===== src/rtl/vector_pkg.sv =====
// ---------------------------------------------------------------------------
// vector_pkg
// Shared types and constants for the vector display-list path.
//   - state_t      : sequencer states (PARK exists only with VEC_PARK_RETURN_EN)
//   - EOL_BIT, POS_BIT, LINE_BIT, X_LSB, Y_LSB : list-word field positions
//   - entry_t      : a decoded list word
//   - decode_word  : splits a raw list word into an entry_t
// Optional feature macro: VEC_PARK_RETURN_EN adds the PARK state.
// ---------------------------------------------------------------------------
package vector_pkg;

    localparam int VEC_OUT_WIDTH  = 8;
    localparam int VEC_ADDR_WIDTH = 8;
    localparam int VEC_WORD_WIDTH = 2 * VEC_OUT_WIDTH + 3;

    // Word layout, MSB first: eol, pos, line, x, y.
    localparam int EOL_BIT  = VEC_WORD_WIDTH - 1;
    localparam int POS_BIT  = VEC_WORD_WIDTH - 2;
    localparam int LINE_BIT = VEC_WORD_WIDTH - 3;
    localparam int X_LSB    = VEC_OUT_WIDTH;
    localparam int Y_LSB    = 0;

    typedef enum logic [2:0] {
        HOLD,
        RD,
        LOAD,
        PRESENT,
        DRAIN
`ifdef VEC_PARK_RETURN_EN
        , PARK
`endif
    } state_t;

    typedef struct packed {
        logic                     eol;
        logic                     pos;
        logic                     line;
        logic [VEC_OUT_WIDTH-1:0] x;
        logic [VEC_OUT_WIDTH-1:0] y;
    } entry_t;

    function automatic entry_t decode_word(input logic [VEC_WORD_WIDTH-1:0] w);
        entry_t e;
        e.eol  = w[EOL_BIT];
        e.pos  = w[POS_BIT];
        e.line = w[LINE_BIT];
        e.x    = w[X_LSB +: VEC_OUT_WIDTH];
        e.y    = w[Y_LSB +: VEC_OUT_WIDTH];
        return e;
    endfunction

endpackage


===== src/rtl/vector_list_fetch.sv =====
// ---------------------------------------------------------------------------
// vector_list_fetch
// Address side of the display-list walk: holds the frame base and the read
// pointer, issues memory reads, flags when the next address would wrap back
// to the base, and decodes the word coming back from memory.
// Ports:
//   clk, rst     : clock, asynchronous active-high reset
//   start_i      : latch base_i as base and pointer, read the first word
//   base_i       : list base address
//   advance_i    : step pointer by one and read that word
//   rd_data_i    : memory read data (valid one cycle after rd_en_o)
//   rd_en_o      : registered read strobe
//   rd_addr_o    : read address (the current pointer)
//   wrap_o       : pointer+1 equals the latched base
//   entry_o      : decode of rd_data_i
// ---------------------------------------------------------------------------
module vector_list_fetch
    import vector_pkg::*;
#(
    parameter int ADDR_WIDTH = VEC_ADDR_WIDTH,
    parameter int WORD_WIDTH = VEC_WORD_WIDTH
) (
    input  logic                  clk,
    input  logic                  rst,
    input  logic                  start_i,
    input  logic [ADDR_WIDTH-1:0] base_i,
    input  logic                  advance_i,
    input  logic [WORD_WIDTH-1:0] rd_data_i,
    output logic                  rd_en_o,
    output logic [ADDR_WIDTH-1:0] rd_addr_o,
    output logic                  wrap_o,
    output entry_t                entry_o
);

    logic [ADDR_WIDTH-1:0] base_q;
    logic [ADDR_WIDTH-1:0] ptr_q;
    logic [ADDR_WIDTH-1:0] ptr_d;
    logic [ADDR_WIDTH-1:0] ptr_inc;
    logic                  rd_en_q;
    logic                  rd_en_d;

    // Next pointer and read strobe; the pointer and the strobe move on the
    // same edge so rd_addr always names the word being read.
    always_comb begin
        ptr_inc = ptr_q + ADDR_WIDTH'(1);
        ptr_d   = ptr_q;
        rd_en_d = 1'b0;
        if (start_i) begin
            ptr_d   = base_i;
            rd_en_d = 1'b1;
        end else if (advance_i) begin
            ptr_d   = ptr_inc;
            rd_en_d = 1'b1;
        end
    end

    // The base is captured only at frame start so a list_base change
    // mid-frame takes effect on the next frame.
    always_ff @(posedge clk or posedge rst) begin
        if (rst) begin
            base_q  <= '0;
            ptr_q   <= '0;
            rd_en_q <= 1'b0;
        end else begin
            ptr_q   <= ptr_d;
            rd_en_q <= rd_en_d;
            if (start_i) begin
                base_q <= base_i;
            end
        end
    end

    assign rd_en_o   = rd_en_q;
    assign rd_addr_o = ptr_q;
    assign wrap_o    = (ptr_inc == base_q);
    assign entry_o   = decode_word(rd_data_i);

endmodule


===== src/rtl/vector_list_sequencer.sv =====
// ---------------------------------------------------------------------------
// vector_list_sequencer
// Frame-level controller for the vector display path. On a refresh strobe it
// walks a display list in synchronous memory, presenting one entry at a time
// to draw_vector_master and advancing on each inc edge. At end-of-list it
// waits for the line engine to go idle, pulses frame_done and parks until the
// next strobe.
// Ports:
//   clk, rst          : clock, asynchronous active-high reset
//   enable            : allows new frames to start
//   frame_tick        : one-cycle refresh strobe
//   list_base         : list start address, latched at frame start
//   rd_en/rd_addr     : memory read request
//   rd_data           : memory data, one cycle after rd_en
//   inc, busy         : request-next and busy from draw_vector_master
//   pos/line/o_x/o_y  : presented entry
//   drawing           : frame in progress
//   frame_done        : one-cycle end-of-frame pulse
//   overrun           : sticky, strobe arrived while drawing
//   list_err          : sticky, list wrapped without an eol word
// Optional feature macro: VEC_PARK_RETURN_EN presents a synthetic move to the
// origin after eol before finishing the frame.
// ---------------------------------------------------------------------------
module vector_list_sequencer
    import vector_pkg::*;
#(
    parameter int OUT_WIDTH  = VEC_OUT_WIDTH,
    parameter int ADDR_WIDTH = VEC_ADDR_WIDTH,
    parameter int WORD_WIDTH = 2 * OUT_WIDTH + 3
) (
    input  logic                  clk,
    input  logic                  rst,
    input  logic                  enable,
    input  logic                  frame_tick,
    input  logic [ADDR_WIDTH-1:0] list_base,
    output logic                  rd_en,
    output logic [ADDR_WIDTH-1:0] rd_addr,
    input  logic [WORD_WIDTH-1:0] rd_data,
    input  logic                  inc,
    input  logic                  busy,
    output logic                  pos,
    output logic                  line,
    output logic [OUT_WIDTH-1:0]  o_x,
    output logic [OUT_WIDTH-1:0]  o_y,
    output logic                  drawing,
    output logic                  frame_done,
    output logic                  overrun,
    output logic                  list_err
);

    state_t               state_q;
    logic                 inc_q;
    logic                 drawing_q;
    logic                 frame_done_q;
    logic                 overrun_q;
    logic                 list_err_q;
    logic                 pos_q;
    logic                 line_q;
    logic [OUT_WIDTH-1:0] x_q;
    logic [OUT_WIDTH-1:0] y_q;

    logic   consume;
    logic   start;
    logic   advance;
    logic   wrap;
    entry_t entry;

    // drawing_q is still high in the frame_done cycle, so a strobe there is
    // an overrun rather than a start.
    assign consume = inc & ~inc_q & ~busy;
    assign start   = (state_q == HOLD) & frame_tick & enable & ~drawing_q;
    assign advance = (state_q == PRESENT) & consume & ~wrap;

    vector_list_fetch #(
        .ADDR_WIDTH (ADDR_WIDTH),
        .WORD_WIDTH (WORD_WIDTH)
    ) u_fetch (
        .clk       (clk),
        .rst       (rst),
        .start_i   (start),
        .base_i    (list_base),
        .advance_i (advance),
        .rd_data_i (rd_data),
        .rd_en_o   (rd_en),
        .rd_addr_o (rd_addr),
        .wrap_o    (wrap),
        .entry_o   (entry)
    );

    // Sequencer FSM with registered outputs. In LOAD an eol word is never
    // presented; with busy already low the frame finishes straight from LOAD
    // so an empty list completes three cycles after the strobe.
    always_ff @(posedge clk or posedge rst) begin
        if (rst) begin
            state_q      <= HOLD;
            inc_q        <= 1'b0;
            drawing_q    <= 1'b0;
            frame_done_q <= 1'b0;
            overrun_q    <= 1'b0;
            list_err_q   <= 1'b0;
            pos_q        <= 1'b0;
            line_q       <= 1'b0;
            x_q          <= '0;
            y_q          <= '0;
        end else begin
            inc_q        <= inc;
            frame_done_q <= 1'b0;
            if (frame_tick && drawing_q) begin
                overrun_q <= 1'b1;
            end
            case (state_q)
                HOLD: begin
                    if (frame_done_q) begin
                        drawing_q <= 1'b0;
                    end
                    if (start) begin
                        drawing_q <= 1'b1;
                        state_q   <= RD;
                    end
                end
                RD: begin
                    state_q <= LOAD;
                end
                LOAD: begin
                    if (entry.eol) begin
`ifdef VEC_PARK_RETURN_EN
                        pos_q   <= 1'b1;
                        line_q  <= 1'b0;
                        x_q     <= '0;
                        y_q     <= '0;
                        state_q <= PARK;
`else
                        if (!busy) begin
                            frame_done_q <= 1'b1;
                            pos_q        <= 1'b0;
                            line_q       <= 1'b0;
                            state_q      <= HOLD;
                        end else begin
                            state_q <= DRAIN;
                        end
`endif
                    end else begin
                        pos_q   <= entry.pos;
                        line_q  <= entry.line;
                        x_q     <= entry.x;
                        y_q     <= entry.y;
                        state_q <= PRESENT;
                    end
                end
                PRESENT: begin
                    if (consume) begin
                        if (wrap) begin
                            list_err_q <= 1'b1;
                            state_q    <= DRAIN;
                        end else begin
                            state_q <= RD;
                        end
                    end
                end
`ifdef VEC_PARK_RETURN_EN
                PARK: begin
                    if (consume) begin
                        state_q <= DRAIN;
                    end
                end
`endif
                DRAIN: begin
                    if (!busy) begin
                        frame_done_q <= 1'b1;
                        pos_q        <= 1'b0;
                        line_q       <= 1'b0;
                        state_q      <= HOLD;
                    end
                end
                default: begin
                    state_q <= HOLD;
                end
            endcase
        end
    end

    assign pos        = pos_q;
    assign line       = line_q;
    assign o_x        = x_q;
    assign o_y        = y_q;
    assign drawing    = drawing_q;
    assign frame_done = frame_done_q;
    assign overrun    = overrun_q;
    assign list_err   = list_err_q;

endmodule


===== config.mk =====
export PLATFORM = sky130hd
export DESIGN_NAME = vector_list_sequencer
export DESIGN_NICKNAME = d
export VERILOG_FILES = /design/src/rtl/vector_pkg.sv /design/src/rtl/vector_list_fetch.sv /design/src/rtl/vector_list_sequencer.sv
export SDC_FILE = /design/constraint.sdc
export NUM_CORES = 1
export LEC_CHECK = 0
export ABC_AREA = 0
export CAP_MARGIN = 20
export CORE_AREA = 10 10 93 79
export DETAILED_ROUTE_END_ITERATION = 10
export DIE_AREA = 0 0 103 89
export PLACE_DENSITY_LB_ADDON = 0.3
export SETUP_SLACK_MARGIN = 0.05
export SLEW_MARGIN = 10
export SYNTH_ARGS = -nofsm -noshare
export SYNTH_HDL_FRONTEND = slang
export SYNTH_HIERARCHICAL = 1
export SYNTH_SLANG_ARGS = --single-unit

===== constraint.sdc =====
create_clock -name clk -period 3 [get_ports clk]
set_input_delay 0.75 -clock clk [delete_from_list [all_inputs] [get_ports clk]]
set_output_delay 0.75 -clock clk [all_outputs]
set_load 0.02 [all_outputs]

# Word-level counts from Yosys, hierarchy flattened
# Cells that the tools add are included.
op_classes:
  n_addsub: 1
  n_eq_ne: 8
  mux: 22
  bitwise: 12
  reduce_logical: 9
op_table:
  columns: ["cell", "n"]
  rows:
  - ["$mux W3", 6]
  - ["$mux W8", 2]
  - ["$pmux W3 S5", 1]
  - ["$mux W1", 10]
  - ["$add A8 B1 Y8 const B", 1]
  - ["$eq A8 B8 Y1", 1]
  - ["$and A1 B1 Y1", 7]
  - ["$eq A3 B2 Y1 const B", 2]
  - ["$ne A2 B2 Y1 const B", 3]
  - ["$pmux W1 S2", 3]
  - ["$reduce_and A3 Y1", 2]
  - ["$reduce_bool A2 Y1", 3]
  - ["$not A1 Y1", 5]
  - ["$reduce_and A2 Y1", 2]
  - ["$eq A3 B1 Y1 const B", 1]
  - ["$eq A3 B3 Y1 const B", 1]
  - ["$logic_not A3 Y1", 1]
  - ["$logic_and A1 B1 Y1", 1]
totals:
  regBits: 43
  in_bits: 33
  out_inout_bits: 31
  word_cells: 65

# Logic depth before layout (Yosys ltp)
logic_depth:
  depth_word: 7
  ltp_mapped: 12
  ltp_nobuf: 10

# By module
# The synthesis kept the hierarchy.
by_module_without_submodules:
  columns: ["mod", "instances", "cells_each", "area_per_inst_um2", "seq_area_each_um2"]
  rows:
  - ["vector_list_sequencer", 1, 75, 1076.0, 650.6]
  - ["vector_list_fetch", 1, 115, 1056.0, 425.4]

# Least setup slack after synthesis
# No wires, ideal clock.
synth_timing:
  kind: "flip-flop to flip-flop"
  from: "register u_fetch.ptr_q[0] (netlist: u_fetch/rd_addr_o[0])"
  to: "register u_fetch.ptr_q[7] (netlist: u_fetch/rd_addr_o[7])"
  arrival_time_ps: 2439
  required_time_ps: 2851
  path_slack_ps: 412
  path_stages_with_launch: 12
  path_buffers: 1
  synth_period_minus_slack_ps: 2588
  cell_sequence: "dfrtp_1 -> ha_1 -> xnor2_1 -> xnor2_1 -> nand4_1 -> nor4_1 -> nor4_1 -> clkbuf_1 -> and3_1 -> nand3_1 -> xor2_1 -> o21ai_0"
synth_between:
  elab_chain_cells: 5
  elab_cells_between_ends: 7
synth_rtl:
  columns: ["item", "line_no", "source"]
  rows:
  - ["start: declaration", "vector_list_fetch.sv:36", "logic [ADDR_WIDTH-1:0] ptr_q;"]
  - ["start signal: assignment", "vector_list_fetch.sv:65", "ptr_q <= ptr_d;"]
  - ["$add A8 B1 Y8", "vector_list_fetch.sv:45", "ptr_inc = ptr_q + ADDR_WIDTH'(1);"]
  - ["$eq A8 B8 Y1", "vector_list_fetch.sv:75", "assign wrap_o = (ptr_inc == base_q);"]
  - ["named net wrap", "vector_list_sequencer.sv:65", "logic wrap;"]
  - ["$not A1 Y1", "vector_list_sequencer.sv:72", "assign advance = (state_q == PRESENT) & consume & ~wrap;"]
  - ["$and A1 B1 Y1", "vector_list_sequencer.sv:72", null]
  - ["named net advance", "vector_list_sequencer.sv:64", "logic advance;"]
  - ["$reduce_bool A2 Y1 (no source line)", null, null]
# The timed path passes the listed nets, and every way through them passes these cells. The select of a mux whose other input is x is not followed.
# A chain may end at the register's enable or synchronous reset.

# Worst setup path in the final report
# Ends and elaborated chain as after synthesis.

==> flow_summary.toml <==
[run_status]
status = "finished, final reports clean"

[die]
io_pins = 64
fp-row-count = 25
start_util_pct = 37.87
core_sq_mm = 0.005630
dieArea_sq_mm = 0.009167
die_h_microns = 89
die_x_microns = 103

[place]
gp_congestion = 0.7858
portBuffers = 63
place_hpwl_mm = 3.519
pre_cts_ws_ns = 0.1901

[global_routing]
use_met3_pct = 2.782
grt_most_used_layer = "met2"
met1_usage_pct = 13.44
grt_util_met2_pct = 17.19
grt_pass1_vias = 1459
grt-ovfl-total = 0
grt_max_degree = 27
grt_use_total_pct = 10.55
antenna_found_initial = 0
grt_pass1_wl_mm = 7.603

[synth]
ys_seq_elements = 43
synth-async-reset-ratio_pct = 100.0
ys_seq_area_share_pct = 50.47
netlist_instances = 190
synth_edf_count = 0
synth_top_cell_by_area = "dfrtp_1"
synth_top_flop_cell = "dfrtp_1"
synth_area_sq_mm = 0.002132
synth.area.top_cells = "dfrtp_1 50%, mux2_2 8.5%, buf_4 7.0%, xnor2_1 4.5%, xor2_1 4.1%"
synth_top_area_share_pct = 50.47
synth.distinct_cells = 36
synth_fp_nets = 224
ys_warn_count = 6
avgSynthCellArea_sq_um = 11.22

[sta]
hold_violations = 0
rsz0062_at_grt = "false"
setup_viol = 0
timing.final.crit_share_pct = 85.94
timing_worst_slew_pin_value_ns = 0.6769
slew_viol_final = 0
fin_crit_ns = 2.578
setup_tns_ns = 0
layout_setup_ws_ns = 0.4219
max_slew_margin_pct = 54.83
final.setup_skew_ns = 0.003109
fmax_ghz = 0.3879
holdWs_ns = 0.4652

[routing]
firstDrtPassIters = 4
wl_per_cell_microns = 15.09
vias = 1432
drc = 0
ant_nets = 0
drt-total-wl_mm = 4.603
drtIter0Drc = 72
viasPerCell = 4.695

[critical_path]
critPathCaptureType = "register"
path_max_fanout = 9
path_class = "register to register"
reg2reg_setup_slack_ns = 0.42
critPathLaunchType = "register"
crit_required_ns = 3.17
worstPathArrival_ns = 2.74

[final_layout]
fillers = 523
drive_above_1_share_pct = 14.29
syn_to_final_growth_pct = 31.81
final_common_cell = "clkdlybuf4s50_1"
final_cell_mix = "63 x clkdlybuf4s50_1, 43 x dfrtp_1, 16 x mux2_2, 16 x o21ai_0"
diodes = 0
layout.nets = 271

[hold_path]
hp-class = "register to register"

[clock_network]
cts_sinks = 43
post_cts_resized = 0
cts_setup_buffers = 0
path_clk_slew_ns = 0.08
root_buffer = "clkbuf_8"
clock_path_buffers = 2
cts_tree = "done"
clk_latency_ns = 0.28
htree_levels = 2
holdBufCountCts = 0
numCtsBuffers = 5

[power_and_ir_drop]
irDropWorstVdd_mv = 0.3582
p_leak_nw = 1.178
powerDensity_mw_per_mm2 = 1029

[run]
drv_cap = 0
-- stage by stage --
step / std cells / util (%) / area (sq um) / power (mW)
after floorplan: 190 / - / 2132 / 1.886
after global placement: 297 / 47.56 / 2678 / 2.379
after detailed placement: 297 / 47.56 / 2678 / 2.403
after CTS: 305 / 49.91 / 2810 / 2.944
after global routing: 305 / 49.91 / 2810 / 3.096
final: 305 / 49.91 / 2810 / 2.892
-- worst max-delay path: stages, from the launching register on --
cell	delay (ns)
dfrtp_1	0.46
ha_1	0.33
xnor2_1	0.19
xnor2_1	0.15
nand4_1	0.15
nor4_1	0.28
buf_4	0.17
nor4_1	0.05
buf_4	0.19
and3_1	0.19
nand3_1	0.09
xor2_1	0.14
o21ai_0	0.08
-- cell families after synthesis --
family | after synthesis | share of synthesized area, %
muxes | 19 | 9.859
buffers and inverters | 38 | 11.68
xor gates and xnor gates | 21 | 8.626
adders and majority gates | 1 | 0.5868
and+or+nand+nor | 43 | 12.03
DFF | 43 | 50.47
AOI/OAI and AO/OA | 25 | 6.749
-- flip-flops by register name, indices dropped and copies added, names as in the netlist --
name,count
pos,1
inc_q,1
drawing,1
frame_done,1
state_q,3
u_fetch/rd_en_o,1
o_x,8
o_y,8
overrun,1
u_fetch/rd_addr_o,8
line,1
u_fetch/base_q,8
list_err,1
-- cell type report --
class / count / area, sq um / area share, %
Clock buffer: 6 / 72.57 / 2.582
Clock inverter: 2 / 60.06 / 2.137
Inverter: 10 / 37.54 / 1.336
Multi-Input combinational cell: 109 / 812.0 / 28.90
Sequential cell: 43 / 1076 / 38.29
Tap cell: 67 / 83.83 / 2.983
Timing Repair Buffer: 68 / 668.1 / 23.78
-- worst paths after layout --
check,end,startpoint,cells past startpoint
max,u_fetch/rd_addr_o[7],u_fetch/rd_addr_o[0],12
min,list_err,list_err,1
max reg2reg,u_fetch/rd_addr_o[7],u_fetch/rd_addr_o[0],12
min reg2reg,list_err,list_err,1
max in group asynchronous,u_fetch/rd_en_o,rst,2
min in group asynchronous,overrun,rst,3
-- layer usage --
layer | up-vias | wire, microns
li1 | 718 | -
met1 | 693 | 2115
met2 | 21 | 2299
met3 | 0 | 188
met4 | 0 | 0
met5 | - | 0
-- power by group --
| group | total [mW] | switching, mW | internal, mW |
|---|---|---|---|
| logic | 1.30 | 0.599 | 0.699 |
| clock network | 0.527 | 0.194 | 0.333 |
| registers | 1.07 | 0.231 | 0.836 |
| total | 2.89 | 1.02 | 1.87 |
-- synth_stat cells (2+ instances only) --
master / instances
a21o_1: 3
nor2b_1: 2
nor3_1: 3
inv_1: 10
nor4_1: 2
xnor2_1: 11
nand2_1: 11
a21oi_1: 2
nand3_1: 6
and3_1: 2
nor2_1: 4
mux2_2: 16
buf_6: 4
o21ai_0: 16
dfrtp_1: 43
mux2i_1: 3
clkbuf_1: 3
xor2_1: 10
buf_4: 20
nand4_1: 3
Power figures use the tool's default switching activity.
==> variant: new RTL, config.mk and constraints unchanged <==
The option `VEC_PARK_RETURN_EN` is turned on by a define.
--- a/src/rtl/vector_pkg.sv
+++ b/src/rtl/vector_pkg.sv
@@ -8,4 +8,6 @@
 // Optional feature macro: VEC_PARK_RETURN_EN adds the PARK state.
 // ---------------------------------------------------------------------------
+`define VEC_PARK_RETURN_EN
+
 package vector_pkg;
 
Check against the original RTL: not equivalent (a bounded check fails within 4 cycles, from zero or initial values and one cycle with rst high).
==> variant against the original RTL <==
- sequential cell count unchanged
- global-route usage up 0.70 points
- final area up 3.3%
- non-clock buffer count up 1
- synthesized area up 8.3%
- sequential share of layout area down 1.2 points
- worst setup slack better by 0.12 ns
- sequential power down 4%
- routed wire length up 7.3%
- total power down 9.4%
- highest routed layer is now met4
==> variant: results (changes against the original RTL) <==
fill count 525 (+0.38%); critical path's slowest cell dfrtp_1; sw power 1.045 mW (+2.0%); f_max 0.4065 GHz (+4.8%); Post-Route WL 4.940 mm (+7.3%); endpoint with the worst hold slack overrun; DP Wirelength 3.666 mm (+4.2%); Sequential Power Share 0.392 (+0.023); nets 312 (+15%); Global Route Usage Sum 0.1125 (+0.006979); CTS tree yes; Pleak 1.231 nW (+4.5%); synth top area cells dfrtp_1 (47%), buf_4 (6.5%), o21ai_2 (5.3%); r2r worst-path depth 12 (unchanged); Clk pwr share 0.138 (-0.044); Antenna Cells 0 (unchanged); PostCTS Resize Cnt 0 (unchanged); actual slew at the worst max-slew pin 0.6777 ns (+0.0008548 ns); vias per cell 4.728 (+0.71%); number of global-route vias before repair 1634 (+12%); register area share after synthesis 0.4659 (-0.03882); VDD IR max 0.2672 mV (-25%); R2R setup slack 0.54 ns (+0.12 ns); Pre-antenna DRT Iters 6 (+2); top cells by instance count after synthesis dfrtp_1 (43), nand2_1 (28), buf_4 (20); Post-DP Area 0.002823 sq mm (+5.4%); largest net degree at the start of global routing 36 (+33%); Worst Clk Skew 0.005181 ns (+0.002072 ns); share of cells above drive strength 1 0.1075 (-0.03533); max incr delay on CP 0.45 ns; Yosys cell types 39 (+8.3%); synthesized netlist net count 269 (+20%); GPL Wtd Cong 0.7685 (-2.2%); initial DRC count 54 (-25%); hold slack final 0.4678 ns (+0.002602 ns); status finished clean; first-pass GRT wire length 8.183 mm (+7.6%); Arr. time, crit path 2.63 ns (-0.11 ns); final-report hold violation count 0 (unchanged); worst min-delay path class flop to flop; hold_sp overrun; Switching Fraction 0.3988 (+0.04467); pre-CTS WS 0.4749 ns (+0.2848 ns); IO Port Bufs 63 (unchanged)
[variant: cell count changes after synthesis, sizes merged, moves of 2 or more]
cell    unedited run  this run
o21ai             16        33
nand2b             1        18
nor2b              2         4
nand2             11        28
inv               10        12
clkbuf             3         5
mux2              16         0
buf               25        28
[variant: critical path: cells and delay by family (launching register included)]
family | cells | cell delay (ns)
simple gates | 5 | 0.68
xor+xnor | 3 | 0.46
buf+inv | 2 | 0.34
flops | 1 | 0.45
fa+ha+maj | 1 | 0.31
compound gates | 1 | 0.08
[variant: metrics by stage]
step / util / cells
final: 0.5158 / 346
after global routing: 0.5158 / 346
after CTS: 0.5158 / 346
after detailed placement: 0.5013 / 338
after global placement: 0.5013 / 338
after floorplan: - / 235
[variant: routing by layer]
| metal | vias to the layer above | share of wire | GRT usage |
|---|---|---|---|
| li1 | 844 | - | - |
| met1 | 745 | 0.47 | 0.1464 |
| met2 | 39 | 0.45 | 0.1708 |
| met3 | 8 | 0.063 | 0.03787 |
| met4 | 0 | 0.015 | 0.03783 |
| met5 | - | 0 | 0 |
[variant: area by class of cell]
class | instances | area, sq um | share of cell area
tap | 67 | 83.83 | 0.02887
clock inverter | 1 | 5.005 | 0.001723
sequential | 43 | 1076 | 0.3705
timing repair buffer | 69 | 675.6 | 0.2327
clock buffer | 7 | 76.32 | 0.02628
inverter | 12 | 45.04 | 0.01551
multi-input combinational | 147 | 942.2 | 0.3244
[variant: cells by family (layout without fill, tap and decap cells)]
| family | after synthesis | count (layout) | share of synthesized area |
|---|---|---|---|
| buf+inv | 45 | 89 | 0.1289 |
| xor+xnor | 21 | 21 | 0.07963 |
| compound gates | 44 | 44 | 0.1306 |
| flops | 43 | 43 | 0.4659 |
| mux | 2 | 2 | 0.008668 |
| fa+ha+maj | 1 | 1 | 0.005416 |
| simple gates | 79 | 79 | 0.1809 |
